$ cat config.mk
export PLATFORM = sky130hd
export DESIGN_NAME = matrix_line_fetch
export DESIGN_NICKNAME = d
export VERILOG_FILES = /design/src/rtl/matrix_line_fetch.sv
export SDC_FILE = /design/constraint.sdc
export NUM_CORES = 1
export LEC_CHECK = 0
export ABC_AREA = 1
export ABC_CLOCK_PERIOD_IN_PS = 1400
export CAP_MARGIN = 20
export CORE_UTILIZATION = 35
export DETAILED_ROUTE_END_ITERATION = 10
export HOLD_SLACK_MARGIN = 0.02
export PLACE_DENSITY = 0.7
export SLEW_MARGIN = 10
export SYNTH_ARGS = -nofsm -noshare
export SYNTH_HDL_FRONTEND = slang
export SYNTH_SLANG_ARGS = --single-unit
$ cat constraint.sdc
create_clock -name clk -period 1.4 [get_ports clk]
set_input_delay 0.21 -clock clk [delete_from_list [all_inputs] [get_ports clk]]
set_output_delay 0.21 -clock clk [all_outputs]
set_load 0.02 [all_outputs]
$ cat src/rtl/matrix_line_fetch.sv
// Line fetcher for the RGB matrix codec: walks the row pairs, reads one line
// word per row pair from synchronous frame memory and holds it until the codec is done.
//
// state   | meaning
// --------+------------------------------------------------------------
// IDLE    | waiting for run; line counter parked at 0
// READ    | mem_rd strobe with mem_addr = line
// WAIT    | read data arrives; captured into m_data/linesel on exit
// PRESENT | r_enable high, waiting for line_done
// BLANK   | inter-line gap, down-counter from BLANK_CYC to 1
// NEXT    | advance line; at the last line close the frame
module matrix_line_fetch #(
  parameter int N_LINES   = 8,
  parameter int SEL_W     = 3,
  parameter int LINE_W    = 96,
  parameter int BLANK_CYC = 4
) (
  input  logic              clk,
  input  logic              rst,
  input  logic              run,
  output logic              mem_rd,
  output logic [SEL_W-1:0]  mem_addr,
  input  logic [LINE_W-1:0] mem_rdata,
  output logic [0:LINE_W-1] m_data,
  output logic [0:SEL_W-1]  linesel,
  output logic              r_enable,
  input  logic              line_done,
  output logic              frame_done,
  output logic [7:0]        frame_cnt,
  output logic              busy
);

  typedef enum logic [2:0] {
    S_IDLE,
    S_READ,
    S_WAIT,
    S_PRESENT,
    S_BLANK,
    S_NEXT
  } state_t;

  localparam logic [SEL_W-1:0] LAST_LINE  = SEL_W'(N_LINES - 1);
  localparam logic [7:0]       BLANK_LOAD = 8'(BLANK_CYC);

  state_t           state;
  state_t           state_nxt;
  logic [SEL_W-1:0] line;
  logic [7:0]       blank_cnt;
  logic             last_line;

  assign last_line = (line == LAST_LINE);

  always_comb begin
    state_nxt = state;
    case (state)
      S_IDLE:    if (run) state_nxt = S_READ;
      S_READ:    state_nxt = S_WAIT;
      S_WAIT:    state_nxt = S_PRESENT;
      S_PRESENT: begin
        if (line_done) state_nxt = (BLANK_CYC == 0) ? S_NEXT : S_BLANK;
      end
      S_BLANK:   if (blank_cnt <= 8'd1) state_nxt = S_NEXT;
      // frames are atomic: run only matters once the last line has been closed
      S_NEXT: begin
        if (last_line) state_nxt = run ? S_READ : S_IDLE;
        else           state_nxt = S_READ;
      end
      default:   state_nxt = S_IDLE;
    endcase
  end

  always_comb begin
    mem_rd   = (state == S_READ);
    mem_addr = (state == S_READ) ? line : '0;
    r_enable = (state == S_PRESENT);
    busy     = (state != S_IDLE);
  end

  always_ff @(posedge clk) begin
    if (rst) begin
      state      <= S_IDLE;
      line       <= '0;
      blank_cnt  <= '0;
      m_data     <= '0;
      linesel    <= '0;
      frame_done <= 1'b0;
      frame_cnt  <= '0;
    end else begin
      state      <= state_nxt;
      frame_done <= 1'b0;

      if (state == S_WAIT) begin
        m_data  <= mem_rdata;
        linesel <= line;
      end

      if (state == S_PRESENT && line_done) blank_cnt <= BLANK_LOAD;
      else if (state == S_BLANK)           blank_cnt <= blank_cnt - 8'd1;

      if (state == S_NEXT) begin
        if (last_line) begin
          line       <= '0;
          frame_done <= 1'b1;
          frame_cnt  <= frame_cnt + 8'd1;
        end else begin
          line <= line + SEL_W'(1);
        end
      end
    end
  end

endmodule
# Yosys cells after proc, flatten, opt, wreduce, memory -nomap -nowiden

Cells that the tools add are included.

Add/subtract/negate cells: 3
$mul: 0
Divide/modulo/power cells: 0
Magnitude comparators: 1
Eq/ne operators: 9
Shift operators: 0
Multiplexer cells: 11
Bitwise gates (word level): 1
Reductions and logical operators: 8

Operators with widths:

| cell                                                           | count |
|---|---|
| 2-to-1 mux 3 bit                                               | 7 |
| case mux 3 bit (6 select lines)                                | 1 |
| == test 3 bit, second input constant                           | 3 |
| adder 8 x 1 -> 8 bit, second input constant                    | 1 |
| less-or-equal comparator 8 x 1 -> 1 bit, second input constant | 1 |
| subtractor 8 x 1 -> 8 bit, second input constant               | 1 |
| == test 3 x 2 -> 1 bit, second input constant                  | 2 |
| != test 2 bit, second input constant                           | 2 |
| OR reduction 2 bit                                             | 2 |
| adder 3 x 1 -> 3 bit, second input constant                    | 1 |
| == test 3 x 1 -> 1 bit, second input constant                  | 1 |
| logical NOT 3 bit                                              | 1 |
| 2-to-1 mux 1 bit                                               | 3 |
| AND reduction 3 bit                                            | 1 |
| nonzero test 3 bit                                             | 1 |
| != test 2 x 1 -> 1 bit, second input constant                  | 1 |
| AND reduction 2 bit                                            | 1 |
| nonzero test 2 bit                                             | 1 |
| logical AND 1 bit                                              | 1 |
| inverter 1 bit                                                 | 1 |

Register bits: 122
Latch bits: 0
Memory bits (writable): 0
Memory bits (read-only): 0
Input port bits: 100
Output and inout bits: 114
Logic and storage cells: 41
Memories kept: 0

# Logic depth before layout (Yosys ltp)

Gate-level depths: netlist (run 1).

Word-level depth: 3
Depth in mapped cells: 9
Gate-level depth less buffers: 9

# Worst setup path before layout (run 1)

Ideal clock, no wire load.

Kind: flip-flop to flip-flop
Start point: register state[0]
End point: register blank_cnt[6]
Library setup time: 115 ps
Data arrival time: 1,216 ps
Data required time: 1,285 ps
Setup slack: 69 ps
Cell stages (with the launch flop): 8
Path buffers: 0
Clock period less this slack: 1,331 ps
Cell sequence: dfxtp_1 > nand2_1 > nor2_2 > nand2_1 > nand2_2 > inv_1 > nand2_1 > nor2_1

Word-level cells in the longest chain between the ends: 3
Elaborated cells between the ends (all ways): 4
Classes of those cells: eq/ne (2); reduce/logical (2)

Ends and longest elaborated chain:

| item                                | RTL line | RTL |
|---|---|---|
| start, declared                     | 45       | `state_t state;` |
| start signal, assigned              | 89       | `state <= state_nxt;` |
| == test 3 x 2 -> 1 bit              | --       |  |
| net r_enable                        | 26       | `output logic r_enable,` |
| logical AND 1 bit                   | 97       | `if (state == S_PRESENT && line_done) blank_cnt <= BLANK_LOAD;` |
| OR reduction 2 bit (no source line) | --       |  |
| end signal, assigned                | 98       | `else if (state == S_BLANK) blank_cnt <= blank_cnt - 8'd1;` |
| end, declared                       | 48       | `logic [7:0] blank_cnt;` |

The timed path passes the listed nets, and every way through them passes these cells.
A chain may end at the register's enable or synchronous reset.

# Worst setup path in the final report (run 1)

Start point: register state[2]
End point: register m_data[10] (netlist bit)

Word-level cells in the longest chain between the ends: 1

Ends and longest elaborated chain:

| item                   | RTL line | RTL |
|---|---|---|
| == test 3 x 2 -> 1 bit | 92       | `if (state == S_WAIT) begin` |
| end signal, assigned   | 93       | `m_data <= mem_rdata;` |
| end, declared          | 24       | `output logic [0:LINE_W-1] m_data,` |

Every way passes these cells.

==> metrics.txt, run 1 <==
Detailed Route Iter0 Violations=about 200; Hold/Removal Path Class=in -> reg; Syn Nets=701; HPWL Detailed=between 9000 and 10000 um; Chip Height=between 100 and 150 um; pin count of the biggest net entering global routing=67; io pins=approximately 210; GP Congestion=0.838; RSZ-0062 raised after global routing=yes; via count=4727; Synth Cell Area=0.00459 mm2; Post-DP Area=0.00699 mm2; FF-to-FF Start=state[2]$_SDFFE_PP0P_; Fin. Hold Viols=0; failing checks=negative setup slack; Cell Int Power=8.35 mW; CP Launch Point=state[2]$_SDFFE_PP0P_; Layout area overhead=67.0%; Routed WL=13800 um; TritonCTS Buffers=17; CP arrival=1.69 ns; sw frac=0.305; R2R depth=7; Worst R2R End=m_data[10]$_SDFFE_PP0P_; largest fanout on the critical path=66; Max Fclk=712 MHz; Reg2Reg Setup Slack=-0.004 ns; gr ovfl total=0; number of global-route vias before repair=4391; # setup viols final=2; clock share of power=0.364; drt pass-1 iters=4; crit path time final=1.40 ns; sequential-to-total area share from yosys stat=0.532; Comb pwr share=0.280; H-tree depth=4; Slew @ Worst Pin=approximately 0.32 ns; Max Buffers Root-to-Sink=2; Die ar.=between 0.01 and 0.015 mm2; number of placed cells counting well taps=970; final antenna-violating net count=0; commonest cells after routing, fill and taps aside=211 x nor2_1, 117 x dfxtp_1, 107 x dlygate4sd2_1; Final Cell Area=approximately 0.0077 mm2; core area=0.0127 mm2; chip width=117 um; outcome=complete, but fails checks; Flop pwr share=0.356; Overall Global Routing Usage=0.193; Fin Hold WS=0.401 ns; Max-slew headroom=0.784; CTS clk-pin slew, worst paths=0.05 ns; synth warn=0; root buf cell=clkbuf_16; period utilisation layout=1.00; initial core utilization=0.361; post-synthesis cell type count=26; nets=approximately 930; post-route setup slack=-0.00390 ns; TritonCTS clock tree=built; flops & latches, synth=between 100 and 150; switching power=between 3 and 4 mW; commonest non-fill, non-tap cell in the layout=nor2_1; diodes inserted=0; first-pass GRT wire length=about 20000 um; post-route insts no fill=1007; CTS sink cnt=122; pre-CTS setup slack=-0.0835 ns; initial antenna violation count=0; maximum VDD drop=0.842 mV; critical path class=reg -> reg; Hold Buf Count CTS=0; pwr/cell area=1570 mW/mm2; Clock Skew=0.00806 ns; Post-Synthesis Cells=596; Clk Latency, worst-skew pair=0.41 ns; crit path capture type=flop; WL per Instance=13.7 um; end point of the critical path=m_data[10]$_SDFFE_PP0P_; CP startpoint kind=flop; Critical Path RT=1.69 ns; max-slew violations=0; Max Cap Viol=0; Static Leak=3.47 nW; Vias/cell=between 4 and 5; port bufs=213; FP Rows=between 40 and 50; layout cells sized above 1=0.119; Mean Syn Cell Area=a little under 8 um2; DRC=0
stage by stage:
step | power [mW] | setup TNS, ns | utilization
after CTS | 11.9 | -0.0137 | 0.587
after global routing | 12.6 | -1.21 | 0.603
final | 12.0 | -0.00703 | 0.603
after floorplan | 6.16 | 0 | -
after global placement | 7.72 | -0.192 | 0.549
after detailed placement | 7.79 | -0.282 | 0.549
worst max-delay path: stages, from the launching register on:
cell	delay (ns)
dfxtp_2	0.34
buf_6	0.12
nor2_4	0.14
buf_12	0.12
nand2_4	0.08
buf_12	0.19
o21ai_0	0.19
nor2_1	0.07
cells by family after synthesis:
| logic type | share of synthesized area |
|---|---|
| DFF | 0.532 |
| AOI/OAI and AO/OA | 0.144 |
| adders and majority gates | 0.0136 |
| and+or+nand+nor | 0.241 |
| buffers and inverters | 0.0697 |
cell type report:
| type | count | area [um2] |
|---|---|---|
| tap | 172 | 215 |
| timing repair buffer | 242 | 2370 |
| fill | 1185 | 5050 |
| sequential | 122 | 2450 |
| clock buffer | 22 | 474 |
| inverter | 28 | 110 |
| multi-input combinational | 412 | 1930 |
| clock inverter | 9 | 120 |
power by group through the flow:
stage	clock [mW]	sequential [mW]	combinational [mW]
finish	4.37	4.28	3.36
CTS	4.45	4.28	3.16
floorplan	0	4.96	1.20
global placement	0	4.32	3.40
detailed placement	0	4.35	3.43
global route	4.63	4.34	3.67
synth_stat cells, drive strengths merged:
master,n,share of area
a211oi,1,0.0016
a21oi,20,0.022
a31oi,1,0.0014
buf,18,0.034
clkbuf,16,0.013
dfxtp,122,0.53
ha,5,0.014
inv,28,0.023
nand2,41,0.036
nand3,11,0.015
nand4,2,0.0027
nor2,218,0.18
nor3,4,0.0044
o21a,2,0.0033
o21ai,105,0.11
o21bai,1,0.0016
or2,1,0.0014
sequential cells by signal, summed over array words and instances (netlist names):
name and flops:
line 3, frame_done 1, state 3, m_data 96, blank_cnt 8, linesel 3, frame_cnt 8
how the worst min path moves through the flow:
stage	start	slack [ns]	cells after the start	endpoint
2_1_floorplan	mem_rdata[6]	0.36	2	m_data[89]$_SDFFE_PP0P_
3_3_place_gp	blank_cnt[1]$_SDFFE_PP0P_	0.45	2	blank_cnt[1]$_SDFFE_PP0P_
6_report	mem_rdata[63]	0.40	3	m_data[32]$_SDFFE_PP0P_
4_1_cts	mem_rdata[6]	0.40	3	m_data[89]$_SDFFE_PP0P_
3_5_place_dp	blank_cnt[1]$_SDFFE_PP0P_	0.46	2	blank_cnt[1]$_SDFFE_PP0P_
5_1_grt	mem_rdata[62]	0.41	3	m_data[33]$_SDFFE_PP0P_
what timing repair did:
item                                    CTS  global route
endpoints found under the hold margin     0             0
gates cloned                              0             4
setup buffers                             2             0
resized for setup                       145            92
endpoints found under the setup margin  115            91
pin swaps                                 5             6
metal layers:
metal	vias to the layer above	part of all wire	GRT usage
met5	-	0	0
met4	0	0.015	0.0852
met3	19	0.087	0.0815
met2	159	0.49	0.331
met1	2175	0.41	0.206
li1	2374	-	-
No activity file was read; power rests on OpenSTA's default activity.
==> inputs of run 2 (changes only) <==
Settings changed: CAP_MARGIN 20 to unset.
==> results of run 2 <==
No change in the layout: final DEF, timing and power equal those of run 1.
